**src/rtl/issue_execute_fifo_if.sv**
```systemverilog
// Issue/execute FIFO handshake bundle plus the packed issue payload type.
// The FIFO takes the slave view, the issuing/executing side the master view.
package issue_execute_fifo_pkg;
  typedef struct packed {
    logic [6:0]  opcode;
    logic [4:0]  rd;
    logic [19:0] imm;
  } issue_execute_pack_t;
endpackage

interface issue_execute_fifo_if #(
  parameter int DEPTH      = 8,
  parameter int DATA_WIDTH = $bits(issue_execute_fifo_pkg::issue_execute_pack_t)
);
  logic                     push;
  logic [DATA_WIDTH-1:0]    data_in;
  logic                     flush;
  logic                     full;
  logic                     full_add;
  logic                     pop;
  logic [DATA_WIDTH-1:0]    data_out;
  logic                     data_out_valid;
  logic [$clog2(DEPTH):0]   count;

  modport master (
    output push, data_in, flush, pop,
    input  full, full_add, data_out, data_out_valid, count
  );

  modport slave (
    input  push, data_in, flush, pop,
    output full, full_add, data_out, data_out_valid, count
  );
endinterface

```
**src/rtl/issue_execute_fifo.sv**
```systemverilog
// Issue-to-execute FIFO; push-to-valid latency 1 cycle (0 with ISSUE_EXECUTE_FIFO_BYPASS_EN into an empty FIFO).
// Backpressure: full from registered occupancy; pushes while full are dropped and flagged on full_add.
module issue_execute_fifo #(
  parameter int DEPTH      = 8,
  parameter int DATA_WIDTH = $bits(issue_execute_fifo_pkg::issue_execute_pack_t)
) (
  input logic                 clk,
  input logic                 rst,
  issue_execute_fifo_if.slave io
);
  localparam int PW = $clog2(DEPTH);
  localparam int CW = PW + 1;
  localparam logic [CW-1:0] FULL_CNT = CW'(DEPTH);

  logic [DATA_WIDTH-1:0] mem [DEPTH];
  logic [PW-1:0]         wr_ptr;
  logic [PW-1:0]         rd_ptr;
  logic [CW-1:0]         count_q;
  logic                  full_w;
  logic                  push_acc;
  logic                  pop_acc;
  logic                  bypass_take;
  logic                  wr_en;
  logic                  rd_en;
  logic                  out_vld;
  logic [DATA_WIDTH-1:0] out_dat;

  assign full_w   = (count_q == FULL_CNT);
  assign push_acc = io.push & ~full_w & ~io.flush;
  assign pop_acc  = io.pop & out_vld & ~io.flush;

`ifdef ISSUE_EXECUTE_FIFO_BYPASS_EN
  logic bypass;
  // Gated by rst so the forwarded entry cannot show up while in reset.
  assign bypass      = rst & (count_q == '0) & io.push & ~io.flush;
  assign out_vld     = (count_q != '0) | bypass;
  assign out_dat     = bypass ? io.data_in : mem[rd_ptr];
  assign bypass_take = bypass & io.pop;
`else
  assign out_vld     = (count_q != '0);
  assign out_dat     = mem[rd_ptr];
  assign bypass_take = 1'b0;
`endif

  // An entry forwarded and consumed in the same cycle never touches storage.
  assign wr_en = push_acc & ~bypass_take;
  assign rd_en = pop_acc & ~bypass_take;

  always_ff @(posedge clk or negedge rst) begin
    if (!rst) begin
      wr_ptr  <= '0;
      rd_ptr  <= '0;
      count_q <= '0;
    end else if (io.flush) begin
      wr_ptr  <= '0;
      rd_ptr  <= '0;
      count_q <= '0;
    end else begin
      if (wr_en) wr_ptr <= wr_ptr + PW'(1);
      if (rd_en) rd_ptr <= rd_ptr + PW'(1);
      count_q <= count_q + CW'(wr_en) - CW'(rd_en);
    end
  end

  always_ff @(posedge clk) begin
    if (wr_en) mem[wr_ptr] <= io.data_in;
  end

  assign io.full           = full_w;
  assign io.full_add       = io.push & full_w;
  assign io.count          = count_q;
  assign io.data_out       = out_dat;
  assign io.data_out_valid = out_vld;
endmodule

```
**src/flat_wrapper.sv**
```systemverilog
// flat-port wrapper written by rule: the top's interface ports become plain ports
module issue_execute_fifo_flat 
#(
  parameter int DEPTH      = 8,
  parameter int DATA_WIDTH = $bits(issue_execute_fifo_pkg::issue_execute_pack_t)
)
  (clk, rst, io_push, io_data_in, io_flush, io_pop, io_full, io_full_add, io_data_out, io_data_out_valid, io_count);
  issue_execute_fifo_if #(.DEPTH(DEPTH), .DATA_WIDTH(DATA_WIDTH)) io_i ();
  input logic clk;
  input logic rst;
  input wire logic [$bits(io_i.push)-1:0] io_push;
  input wire logic [$bits(io_i.data_in)-1:0] io_data_in;
  input wire logic [$bits(io_i.flush)-1:0] io_flush;
  input wire logic [$bits(io_i.pop)-1:0] io_pop;
  output wire logic [$bits(io_i.full)-1:0] io_full;
  output wire logic [$bits(io_i.full_add)-1:0] io_full_add;
  output wire logic [$bits(io_i.data_out)-1:0] io_data_out;
  output wire logic [$bits(io_i.data_out_valid)-1:0] io_data_out_valid;
  output wire logic [$bits(io_i.count)-1:0] io_count;
  assign io_i.push = io_push;
  assign io_i.data_in = io_data_in;
  assign io_i.flush = io_flush;
  assign io_i.pop = io_pop;
  assign io_full = io_i.full;
  assign io_full_add = io_i.full_add;
  assign io_data_out = io_i.data_out;
  assign io_data_out_valid = io_i.data_out_valid;
  assign io_count = io_i.count;
  issue_execute_fifo #(.DEPTH(DEPTH), .DATA_WIDTH(DATA_WIDTH)) u_core (.clk(clk), .rst(rst), .io(io_i));
endmodule
```
**config.mk**
```make
export PLATFORM = sky130hd
export DESIGN_NAME = issue_execute_fifo_flat
export DESIGN_NICKNAME = d
export VERILOG_FILES = /design/src/rtl/issue_execute_fifo_if.sv /design/src/rtl/issue_execute_fifo.sv /design/src/flat_wrapper.sv
export SDC_FILE = /design/constraint.sdc
export NUM_CORES = 1
export LEC_CHECK = 0
export ABC_AREA = 1
export CAP_MARGIN = 25
export CORE_MARGIN = 3
export CORE_UTILIZATION = 55
export CTS_CLUSTER_SIZE = 24
export DETAILED_ROUTE_END_ITERATION = 10
export HOLD_SLACK_MARGIN = 0.1
export PLACE_DENSITY = 0.76
export SYNTH_ARGS = -nofsm -noshare
export SYNTH_HDL_FRONTEND = slang
export SYNTH_SLANG_ARGS = --single-unit
```
**constraint.sdc**
```tcl
create_clock -name clk -period 4.4 [get_ports clk]
set_input_delay 0.88 -clock clk [delete_from_list [all_inputs] [get_ports clk]]
set_output_delay 0.88 -clock clk [all_outputs]
set_load 0.1 [all_outputs]
```
Yosys cells after proc, flatten, opt, wreduce, memory -nomap -nowiden
Memory sizes are Yosys's and may differ from the RTL's.
Cells that the tools add are included.

cells by class
  $add $sub $neg = 4
  equality and inequality tests = 1
  muxes and demuxes = 7
  bitwise logic cells = 7
  reductions and logical operators = 3

operators with widths
  kind                                         count
  two-way mux 3 bit                            4
  adder 3 x 1 -> 3 bit, second input constant  2
  bitwise AND 1 bit                            5
  adder 4 x 1 -> 4 bit                         1
  == test 4 bit, second input constant         1
  two-way mux 4 bit                            1
  nonzero test 2 bit                           2
  nonzero test 4 bit                           1
  subtractor 4 x 1 -> 4 bit                    1
  two-way mux 1 bit                            2
  inverter 1 bit                               2

storage, ports and cells
  register bits after elaboration = 10
  RAM bits = 256
  input bits = 37
  output and inout bits = 39
  memories = 1

memory list
  memory      depth  width  read ports  clocked after Yosys merged registers in  write ports  line                      RTL
  u_core.mem  8      32     1           0                                        1            issue_execute_fifo.sv:15  logic [DATA_WIDTH-1:0] mem [DEPTH];

Depth between registers and ports, before layout
  depth after elaboration = 7
  gate-level depth with buffers = 13

Least setup slack after synthesis
OpenSTA, ideal clock, no wires.

  path kind = reg2reg
  from = register u_core.count_q[2] (netlist: u_core.io.count[2])
  to = memory u_core.mem[7][0] in the netlist's numbering (enable)
  arrival = 3.903 ns
  slack = 0.035 ns
  stages on the path, launching flop included = 6
  buffers on the path = 0
  cells stage by stage = dfrtp_1 -> inv_1 -> ha_1 -> nand3_1 -> nand3_1 -> nor3_1

on the way
  word-level cells in the longest chain between the ends = 6

ends and longest elaborated chain
  element                                  line                      RTL
  start: declaration                       issue_execute_fifo.sv:18  logic [CW-1:0] count_q;
  start signal: assignment                 issue_execute_fifo.sv:61  count_q <= count_q + CW'(wr_en) - CW'(rd_en);
  == test 4 bit                            issue_execute_fifo.sv:28  assign full_w = (count_q == FULL_CNT);
  inverter 1 bit                           issue_execute_fifo.sv:29  assign push_acc = io.push & ~full_w & ~io.flush;
  bitwise AND 1 bit (2 in a row)           issue_execute_fifo.sv:29
  two-way mux 1 bit                        issue_execute_fifo.sv:66  if (wr_en) mem[wr_ptr] <= io.data_in;
  two-way mux 1 bit (implied by the code)  issue_execute_fifo.sv:66
  end: declaration                         issue_execute_fifo.sv:15

Every way passes these cells.

Worst setup path after layout
  from = register u_core.rd_ptr[0]
  to = output port io_data_out[8]

on the way
  word-level cells in the longest chain between the ends = 1

ends and longest elaborated chain
  element                   line                      RTL
  start: declaration        issue_execute_fifo.sv:17  logic [PW-1:0] rd_ptr;
  start signal: assignment  issue_execute_fifo.sv:60  if (rd_en) rd_ptr <= rd_ptr + PW'(1);
  memory (8 x 32 bit)       --
  end: declaration          flat_wrapper.sv:17        output wire logic [$bits(io_i.data_out)-1:0] io_data_out;

Every way passes these cells.

==> results.json <==
{
  "multi_input_area_um2": 2620,
  "path_cells": "clkinv_2 > buf_12 > nand2_1 > nand3_1 > nand2_1 > nand2_1 > nand2_1 > buf_12",
  "synth_cells": 1200,
  "finalMaxSlewViolations": 0,
  "cts_num_sinks": 266,
  "setup_tns_ns": 0,
  "worstPathRequired_ns": 3.52,
  "ys_ff_latch": 266,
  "grt_pass1_wl_mm": 39.7,
  "num_vias": 7827,
  "min-delay-start": "u_core.wr_ptr[0]",
  "path_common_cell": "nand2_1",
  "syn_area_um2": 11800,
  "cp-start-kind": "register",
  "io_buffer_count": 75,
  "max_freq_mhz": 266,
  "hold_ws_ns": 0.565,
  "min_period_ns": 3.77,
  "synth.avg_cell_area_um2": 9.81,
  "gp_congestion": 0.754,
  "cpMaxStageDelayCell": "dfrtp_4",
  "grt_max_degree": 72,
  "clock_latency_ns": 0.53,
  "std_cell_rows": 52,
  "wl_per_cell_um": 15.6,
  "cp_max_fo": 71,
  "layout.area.seq_um2": 7940,
  "cp-end-kind": "primary output",
  "hp-class": "reg -> reg",
  "relSlewSlack_pct": 34.7,
  "ioPinCount": 76,
  "power.switching_mw": 3.57,
  "min_period_over_period_pct": 85.6,
  "dp_hpwl_mm": 14.1,
  "swShare_pct": 40.0,
  "cts-root-buf": "clkbuf_16",
  "wl_mm": 24.3,
  "clk_pin_slew_ns": 0.06,
  "clock_power_share_pct": 25.2,
  "start_util_pct": 57.1,
  "startpoint": "u_core.rd_ptr[0]",
  "worstSetupPathType": "reg -> out",
  "crit_buf_inv": 3,
  "cts_buffers": 27,
  "fin_nets": 1320,
  "yosysWarnings": 0,
  "synth-seq-area-share_pct": 67.4,
  "core_area_um2": 20600,
  "synth_top_area_cell": "edfxtp_1",
  "synth_common_cells": "nand2_1, inv_1, edfxtp_1, nand3_1, buf_2",
  "internal_power_mw": 5.34,
  "grt_overflow": 0,
  "synth.area.top_cells": "edfxtp_1, nand2_1, inv_1, nand3_1, dfrtp_1",
  "rsz0062_at_grt": "false",
  "syn_nets": 1246,
  "synth_top_area_share_pct": 65.3,
  "post_cts_buffers": 0,
  "dpl_cell_area_um2": 13200,
  "fillers": 1443,
  "p_per_area_nw_per_um2": 634,
  "endpoint": "io_data_out[8]",
  "seqPwrFrac_pct": 33.3,
  "power.leakage_nw": 6.38,
  "viasPerCell": 5.02,
  "synth.most_common_cell": "nand2_1",
  "synth-edff-count": 256,
  "fin_area_um2": 14000,
  "drive_gt1_share_pct": 7.75,
  "die_w_um": 152,
  "final_hold_viol_count": 0,
  "antenna_found_initial": 0,
  "finClkSkew_ns": 0.0238,
  "antenna_cells": 0,
  "postSynth.asyncResetShare_pct": 3.76,
  "status": "complete, no violations",
  "first_pass_iters": 5,
  "cpPeakStageDelay_ns": 0.72,
  "grt.total_usage_pct": 20.9,
  "max_slew.worst_pin.slew_ns": 0.979,
  "ir_drop_mv": 0.535,
  "cts_tree": "built",
  "crit_arrival_ns": 2.89,
  "yosys.cell_types.count": 17,
  "htreeDepth": 1,
  "clockBufferDepth": 3,
  "cts_resized": 0,
  "dominantRegCellSynth": "edfxtp_1",
  "pwr-share-comb_pct": 41.5,
  "drt-initial-drc-count": 678,
  "dieArea_um2": 23200,
  "r2r_end": "u_core.mem[4][6]",
  "drv_cap": 0,
  "p_total_mw": 8.91,
  "reg2reg_setup_slack_ns": 1.85,
  "setup_viol": 0,
  "area.growth.synth_to_final_pct": 19.3,
  "crit_family": "buffers and inverters",
  "rr_worst_depth": 6,
  "grt_pass1_vias": 7976,
  "drc": 0,
  "r2r-start": "u_core.io.count[2]",
  "drtAntennaViolNets": 0,
  "cp_num_cells": 8,
  "fp.dieH_um": 152,
  "cts_hold_buf": 0
}
-- cells by family after synthesis --
| logic type | share of synthesized area, % |
|---|---|
| buffers and inverters | 10.7 |
| AO/OA/AOI/OAI | 0.0425 |
| XOR/XNOR | 0.0744 |
| adder cells (fa/ha/maj) | 1.02 |
| flip-flops | 67.4 |
| AND/OR/NAND/NOR | 20.7 |
-- power groups by stage --
stage	logic [mW]	registers (mW)	clock network [mW]
finish	3.70	2.97	2.25
global route	3.94	2.98	2.37
CTS	3.73	2.97	2.28
detailed placement	3.71	3.02	0
global placement	3.66	3.01	0
floorplan	2.43	3.08	0
-- state kept, by name (all words and copies together) (netlist names) --
name             count
u_core.wr_ptr        3
u_core.rd_ptr        3
u_core.mem         256
u_core.io.count      4
-- cells in the final DEF, fill, tap and decap left out, types with 2 or more instances in the layout --
cell type and count:
inv_1 275, ha_1 8, clkbuf_16 27, nand3_1 138, clkinvlp_4 2, nor2_1 7, dfrtp_1 8, clkdlybuf4s50_1 42
clkbuf_1 6, nor2_4 4, bufinv_16 4, nand4_1 6, edfxtp_1 256, clkinv_2 3, buf_4 17, buf_12 35
nand2_1 437, nor3_2 4, clkinv_1 4
-- worst min path at each step --
stage,cells after the start,endpoint,slack [ns]
floorplan,2,u_core.wr_ptr[0],0.50
global placement,2,u_core.wr_ptr[0],0.55
detailed placement,2,u_core.wr_ptr[0],0.55
CTS,2,u_core.wr_ptr[0],0.57
global route,2,u_core.wr_ptr[0],0.62
finish,2,u_core.wr_ptr[0],0.57
-- cell type report --
cell class | count | area share (%)
multi-input cells | 608 | 18.6
inverters | 277 | 7.41
clock buffers | 33 | 4.97
well taps | 270 | 2.40
flip-flops and latches | 266 | 56.5
repair buffers | 94 | 8.89
clock inverters | 12 | 1.14
-- through the flow --
| step | utilization (%) | cells | worst slack [ns] |
|---|---|---|---|
| 2_1_floorplan | - | 1200 | 0.0353 |
| 3_3_place_gp | 64.0 | 1515 | 1.07 |
| 3_5_place_dp | 64.0 | 1515 | 0.981 |
| 4_1_cts | 68.1 | 1560 | 0.600 |
| 5_1_grt | 68.1 | 1560 | 0.439 |
| 6_report | 68.1 | 1560 | 0.635 |
-- layer usage --
metal | track usage, % | up-vias | share of wire [%]
met5 | 0 | - | 0
met4 | 6.46 | 0 | 2.7
met3 | 2.70 | 49 | 5.4
met2 | 35.8 | 280 | 50
met1 | 28.2 | 3627 | 42
li1 | - | 3871 | -
-- worst min-delay path, stage by stage, from the launching register on --
cell     delay, ns
dfrtp_1       0.37
nand3_1       0.09
nand2_1       0.07
Power figures use the tool's default switching activity.
